$ cat src/rtl/aer_pkg.sv
// Shared types and constants for the AER transmitter.
package aer_pkg;

    // Default width of the bundled AER address, matching the event FIFO word.
    localparam int AER_ADDR_WIDTH = 16;

    // Transmitter handshake states.
    typedef enum logic [1:0] {
        IDLE   = 2'd0,
        SETUP  = 2'd1,
        REQ_HI = 2'd2,
        REQ_LO = 2'd3
    } tx_state_t;

endpackage

$ cat src/rtl/sync_ff.sv
// Multi-flop synchronizer for a single asynchronous bit.
module sync_ff #(
    parameter int STAGES = 2
) (
    input  logic clk,
    input  logic reset_n,
    input  logic d,
    output logic q
);

    logic [STAGES-1:0] sr;

    // Shift the asynchronous input through the synchronizer chain.
    always_ff @(posedge clk or negedge reset_n) begin
        if (!reset_n) begin
            sr <= '0;
        end else begin
            sr <= {sr[STAGES-2:0], d};
        end
    end

    assign q = sr[STAGES-1];

endmodule

$ cat src/rtl/aer_transmitter.sv
// AER transmitter: pops events from a show-ahead FIFO and sends each
// address over a 4-phase req/ack handshake, with an optional ack timeout.
module aer_transmitter
    import aer_pkg::*;
#(
    parameter int DATA_WIDTH  = AER_ADDR_WIDTH,
    parameter int SYNC_STAGES = 2,
    parameter int TIMEOUT     = 1023
) (
    input  logic                  clk,
    input  logic                  reset_n,
    input  logic                  en,
    input  logic                  fifo_empty,
    input  logic [DATA_WIDTH-1:0] fifo_data,
    output logic                  fifo_rd,
    output logic [DATA_WIDTH-1:0] aer_addr,
    output logic                  aer_req,
    input  logic                  aer_ack,
    output logic                  busy,
    output logic [15:0]           sent_cnt,
    output logic                  timeout_err
);

    localparam int TCNT_W = (TIMEOUT > 1) ? $clog2(TIMEOUT + 1) : 1;
    // Counter value on the edge before it reaches TIMEOUT; the edge that
    // takes it to TIMEOUT is the one that drops req.
    localparam logic [TCNT_W-1:0] TCNT_LAST = (TIMEOUT > 0) ? TCNT_W'(TIMEOUT - 1) : '0;
    localparam bit TIMEOUT_EN = (TIMEOUT != 0);

    tx_state_t         state;
    tx_state_t         state_next;
    logic              ack_s;
    logic [TCNT_W-1:0] tcnt;
    logic              dropped;
    logic              fetch;
    logic              tmo_hit;
    logic              done;
    logic [15:0]       sent_cnt_next;

    sync_ff #(
        .STAGES (SYNC_STAGES)
    ) u_ack_sync (
        .clk     (clk),
        .reset_n (reset_n),
        .d       (aer_ack),
        .q       (ack_s)
    );

    // Next-state logic plus fetch, timeout and completion strobes.
    always_comb begin
        state_next    = state;
        fetch         = reset_n && (state == IDLE) && en && !fifo_empty;
        tmo_hit       = TIMEOUT_EN && (state == REQ_HI) && !ack_s && (tcnt == TCNT_LAST);
        done          = (state == REQ_LO) && !ack_s;
        sent_cnt_next = (done && !dropped) ? sent_cnt + 16'd1 : sent_cnt;
        case (state)
            IDLE:    if (fetch) state_next = SETUP;
            SETUP:   state_next = REQ_HI;
            REQ_HI:  if (ack_s || tmo_hit) state_next = REQ_LO;
            REQ_LO:  if (!ack_s) state_next = IDLE;
            default: state_next = IDLE;
        endcase
    end

    assign fifo_rd = fetch;
    assign busy    = (state != IDLE);

    // State register.
    always_ff @(posedge clk or negedge reset_n) begin
        if (!reset_n) begin
            state <= IDLE;
        end else begin
            state <= state_next;
        end
    end

    // Registered request: high exactly while the FSM sits in REQ_HI.
    always_ff @(posedge clk or negedge reset_n) begin
        if (!reset_n) begin
            aer_req <= 1'b0;
        end else begin
            aer_req <= (state_next == REQ_HI);
        end
    end

    // Latch the event address on the pop edge and hold it until the next pop.
    always_ff @(posedge clk or negedge reset_n) begin
        if (!reset_n) begin
            aer_addr <= '0;
        end else if (fetch) begin
            aer_addr <= fifo_data;
        end
    end

    // Ack-wait counter, cleared on entry to REQ_HI, plus drop/error tracking.
    always_ff @(posedge clk or negedge reset_n) begin
        if (!reset_n) begin
            tcnt        <= '0;
            dropped     <= 1'b0;
            timeout_err <= 1'b0;
        end else begin
            if (state == SETUP) begin
                tcnt    <= '0;
                dropped <= 1'b0;
            end else if (state == REQ_HI) begin
                tcnt <= tcnt + 1'b1;
            end
            if (tmo_hit) begin
                dropped     <= 1'b1;
                timeout_err <= 1'b1;
            end
        end
    end

    // Completed-handshake counter, wrapping modulo 2^16.
    always_ff @(posedge clk or negedge reset_n) begin
        if (!reset_n) begin
            sent_cnt <= '0;
        end else begin
            sent_cnt <= sent_cnt_next;
        end
    end

endmodule

$ cat config.mk
export PLATFORM = sky130hd
export DESIGN_NAME = aer_transmitter
export DESIGN_NICKNAME = d
export VERILOG_FILES = /design/src/rtl/aer_pkg.sv /design/src/rtl/sync_ff.sv /design/src/rtl/aer_transmitter.sv
export SDC_FILE = /design/constraint.sdc
export NUM_CORES = 1
export LEC_CHECK = 0
export ABC_AREA = 1
export BUFFER_PORTS_ARGS = -buffer_cell sky130_fd_sc_hd__buf_4
export CAP_MARGIN = 10
export CORE_MARGIN = 1.5
export CORE_UTILIZATION = 45
export DETAILED_ROUTE_END_ITERATION = 6
export PLACE_DENSITY_LB_ADDON = 0.15
export SETUP_SLACK_MARGIN = 0.05
export SLEW_MARGIN = 30
export SYNTH_ARGS = -nofsm -noshare
export SYNTH_HDL_FRONTEND = slang
export SYNTH_SLANG_ARGS = --single-unit
$ cat constraint.sdc
create_clock -name clk -period 1.55 [get_ports clk]
set_clock_uncertainty 0.05 [all_clocks]
set_input_delay 0.31 -clock clk [delete_from_list [all_inputs] [get_ports clk]]
set_output_delay 0.31 -clock clk [all_outputs]
set_load 0.1 [all_outputs]
* Word level (Yosys, flattened, before mapping)
Cells that the tools add are included.
Storage, ports and cells: flip-flop bits (word level) 49, bits of input ports 21, output and inout bits 36, word-level logic and storage cells 38
Cells by class: add/subtract/negate cells 2, eq/ne operators 5, multiplexer cells 8, reductions and logical operators 15
Operators with widths (count):
- 10-bit two-way mux | 2
- 16-bit by 1-bit adder with 16-bit output, second input constant | 1
- 10-bit by 1-bit adder with 10-bit output, second input constant | 1
- 10-bit == test, second input constant | 1
- 2-bit one-hot mux with 4 select lines | 1
- 1-bit logical AND | 7
- 2-bit == test, second input constant | 3
- 2-bit two-way mux | 3
- 2-bit nonzero test | 3
- 1-bit logical NOT | 3
- 2-bit by 1-bit == test with 1-bit output, second input constant | 1
- 2-bit logical NOT | 1
- 1-bit two-way mux | 2
- 1-bit logical OR | 1

* Depth between registers and ports, before layout
depth after elaboration 7, mapped depth 8, depth with buffers taken out 8

* Cells and area by module
A second synthesis with hierarchy kept.
Second synthesis, totals: cell total of the unflattened synthesis 271, area, all modules 2352.3 um2
Modules (own cells, without submodules):
- aer_transmitter | instances 1, cells each 269, area an instance 2302.2 um2
- sync_ff | instances 1, cells each 2, area an instance 50.0 um2

* Worst setup path after synthesis
No wires, ideal clock.
path kind register -> register, from reg sent_cnt[1], to reg sent_cnt[12], library setup time 158 ps, arrival 1856 ps, data required time 1342 ps, path slack -514 ps, stages on the path, launching flop included 8, path buffers 0, period minus slack after synthesis 2064 ps, path through dfrtp_1 -> ha_1 -> nand3_1 -> inv_1 -> nand2_1 -> nor2_4 -> nand2_1 -> xnor2_1
On the way: word-level cells in the longest chain between the ends 1
RTL lines:
- from (decl) | line aer_transmitter.sv:20 | output logic [15:0] sent_cnt,
- from (signal assigned) | line aer_transmitter.sv:120 | sent_cnt <= sent_cnt_next;
- 16-bit by 1-bit adder with 16-bit output | line aer_transmitter.sv:55 | sent_cnt_next = (done && !dropped) ? sent_cnt + 16'd1 : sent_cnt;
Every way passes these cells. A chain may end at the register's enable or synchronous reset.

* Worst setup path in the final report
from reg state[1], to out fifo_rd
On the way: word-level cells in the longest chain between the ends 4
RTL lines:
- from (decl) | line aer_transmitter.sv:30 | tx_state_t state;
- from (signal assigned) | line aer_transmitter.sv:73 | state <= state_next;
- 2-bit logical NOT | line aer_transmitter.sv:52 | fetch = reset_n && (state == IDLE) && en && !fifo_empty;
- 1-bit logical AND (3 in series) | line aer_transmitter.sv:52
- to (decl) | line aer_transmitter.sv:15 | output logic fifo_rd,
Every way passes these cells.

==> metrics.md <==
| Metric | Value |
|---|---|
| Drt pass-1 iters | 4 |
| Final Setup Violations | 4 |
| I/O Pins | 57 |
| Cell variety after synth | 31 |
| Syn nets | around 310 |
| Power Dens Cells | approximately 2200 nW/um^2 |
| Clock transition at path regs | roughly 80 ps |
| Fin. Hold Viols | 0 |
| Worst setup path end | fifo_rd |
| Vias/cell | between 4 and 5 |
| Worst reg2reg startpoint | state[1] |
| RePlAce Congestion | 0.777 |
| Top sig layer | met4 |
| Inserted Diodes | 0 |
| Clk_lat worst skew | 300 ps |
| Achievable frequency | about 590 MHz |
| Commonest cells after routing, fill and taps aside | nand2_1, buf_4, dfrtp_1, inv_1, nor2_1 |
| Flop-to-flop setup slack | -50 ps |
| Setup TNS | -305 ps |
| Static Leak | between 1.5 and 2 nW |
| Reg2reg path depth | 8 |
| Synth warn | 0 |
| Routed Antenna Nets | 0 |
| Core box area | between 5000 and 6000 sq um |
| Met3 WL | approximately 190 um |
| Tightest Pin Transition | just under 600 ps |
| Critical path class | flop to output pin |
| Hold Buf Count CTS | 0 |
| Sequential area share after synthesis | ~51% |
| Final nets | 389 |
| Max clock buf depth | 2 |
| Worst path max stage delay | 400 ps |
| DR DRC count | 0 |
| Root buf cell | clkbuf_8 |
| CTS buffer count | 5 |
| Pin count of the biggest net entering global routing | 50 |
| M1 wire length | 2.21 mm |
| Critical-path top delay cell | dfrtp_1 |
| WL final | ~4.8 mm |
| FF-to-FF End | state[0] |
| Worst Path Arrival | roughly 1400 ps |
| Peak supply drop | about 1400 uV |
| Yosys reg bits | between 40 and 50 |
| Metal2 WL | 2.37 mm |
| Hold Path Class | input port to flop |
| Worst path required time | around 1200 ps |
| Port buffer count | 56 |
| Gr usage total | between 10% and 20% |
| Violated checks | setup timing |
| Number of core rows | 26 |
| Die ar. | just under 6000 sq um |
| Leading cell type in the layout, fill and taps excluded | nand2_1 |
| Syn-to-layout area delta | 38.6% |
| Clock sinks | a little under 50 |
| Fraction of layout cells with a size suffix above 1 | about 36% |
| Post-synthesis average cell area | about 8.6 sq um |
| CP startpoint | state[1] |
| Final hold slack | between 60 and 70 ps |
| Final period demand of the worst path | roughly 1700 ps |
| Initial antenna violation count | 0 |
| Die Wd | roughly 76 um |
| CTS H-tree lvls | 2 |
| Starting DRT DRC Count | 70 |
| Syn Inst Count | roughly 280 |
| Vias in the first global route | 1,803 |
| Starting density of the core | 46.8% |
| Layout fillers | 466 |
| Crit path launch type | flop |
| Relative slew slack | between 60% and 70% |
| RSZ-0062 raised after global routing | yes |
| First-pass GRT wire length | between 8 and 9 mm |
| DR vias | around 2.0k |
| Status | finished, violations left |
| Max_cap viols | 0 |
| Post-Synthesis Cell Area | about 2400 sq um |
| Crit path max fanout | 2 |
| Post-DP HPWL | around 3.6 mm |
| Endpoint class of the critical path | output pin |
| CP Cell Sequence | inv_2 > ha_4 > nand2_4 > nor3_4 > buf_12 |
| CTS tree | yes |
| Final WS setup | -158 ps |
| Total congestion overflow | 0 |
| Final period util | 110% |
| Max Slew Vio Count | 0 |
| Chip Height | ~76 um |
| Post-DR wirelength/cell | around 11 um |
==> cell type report <==
class | instances | area, sq um | share of cell area, %
Sequential cell | 49 | 1270 | 38.0
Multi-Input combinational cell | 192 | 1110 | 33.3
Timing Repair Buffer | 73 | 586 | 17.6
Inverter | 38 | 148 | 4.43
Tap cell | 70 | 87.6 | 2.63
Clock buffer | 5 | 68.8 | 2.06
Clock inverter | 3 | 65.1 | 1.95
==> stage by stage <==
step | area, sq um | instances | utilization, % | power [mW] | worst slack (ps)
after CTS | 3250 | 427 | 63.2 | 7.07 | -168
after detailed placement | 3040 | 415 | 59.2 | 5.86 | -106
after global placement | 3040 | 415 | 59.2 | 5.83 | -7.37
after global routing | 3330 | 430 | 64.8 | 7.57 | -203
after floorplan | 2490 | 281 | - | 4.97 | -144
final | 3330 | 430 | 64.8 | 7.20 | -158
==> per-layer routing <==
layer  track usage, %  vias up
met2             29.2       43
met1             22.5      915
li1                 -     1022
met4             5.56        0
met5                0        -
met3             3.59        4
==> flip-flops by register name, indices dropped and copies added, names as in the netlist <==
| signal | flops |
|---|---|
| u_ack_sync.sr | 2 |
| dropped | 1 |
| timeout_err | 1 |
| aer_req | 1 |
| tcnt | 10 |
| sent_cnt | 16 |
| aer_addr | 16 |
| state | 2 |
==> cell families (layout without fill, tap and decap cells) <==
| group | count (synthesis) | in the layout | share of synthesized area [%] |
|---|---|---|---|
| AOI/OAI and AO/OA | 19 | 19 | 4.27 |
| xor gates and xnor gates | 10 | 10 | 3.95 |
| and+or+nand+nor | 154 | 154 | 29.1 |
| buffers and inverters | 40 | 119 | 6.97 |
| DFF | 49 | 49 | 51.0 |
| adders and majority gates | 9 | 9 | 4.68 |
==> report_power, final <==
group	internal (mW)	leakage, nW	switching, mW
Clock	0.641	0.0681	0.409
Sequential	1.67	0.614	0.293
Combinational	1.11	1.06	3.08
Total	3.42	1.74	3.78
==> worst max-delay path: cells and delay by family, from the launching register on <==
family,cells,cell delay (ps)
buffers and inverters,2,290
flip-flops,1,400
adder cells (fa/ha/maj),1,140
AND/OR/NAND/NOR,2,230
==> worst min path at each step <==
stage                startpoint  cells past startpoint  slack (ps)          endpoint
2_1_floorplan           reset_n                      0         -40       aer_addr[0]
3_3_place_gp   u_ack_sync.sr[0]                      0         280  u_ack_sync.sr[1]
3_5_place_dp   u_ack_sync.sr[0]                      0         290  u_ack_sync.sr[1]
4_1_cts                 aer_ack                      1          60  u_ack_sync.sr[0]
5_1_grt                 aer_ack                      1          60  u_ack_sync.sr[0]
6_report                aer_ack                      1          70  u_ack_sync.sr[0]
==> synthesized netlist by cell type, drive strengths merged <==
library cell / count / share of area [%]
nand2: 101 / 16
dfrtp: 49 / 51
inv: 38 / 6.0
nor2: 26 / 5.6
nand3: 12 / 3.2
ha: 9 / 4.7
nor3: 9 / 2.5
o21ai: 9 / 1.9
a21oi: 6 / 1.2
xor2: 6 / 2.5
nand4: 4 / 1.0
xnor2: 4 / 1.5
buf: 2 / 0.94
o21bai: 2 / 0.62
a31oi: 1 / 0.26
and2: 1 / 0.26
nand3b: 1 / 0.31
o22ai: 1 / 0.26
==> what timing repair did <==
action                                  in CTS  in global routing
pin swaps                                    3                  7
endpoints found under the setup margin      25                 34
gates resized for setup                      8                 17
setup buffers                                4                  5
Note: power is estimated with default switching activity, not from simulation.
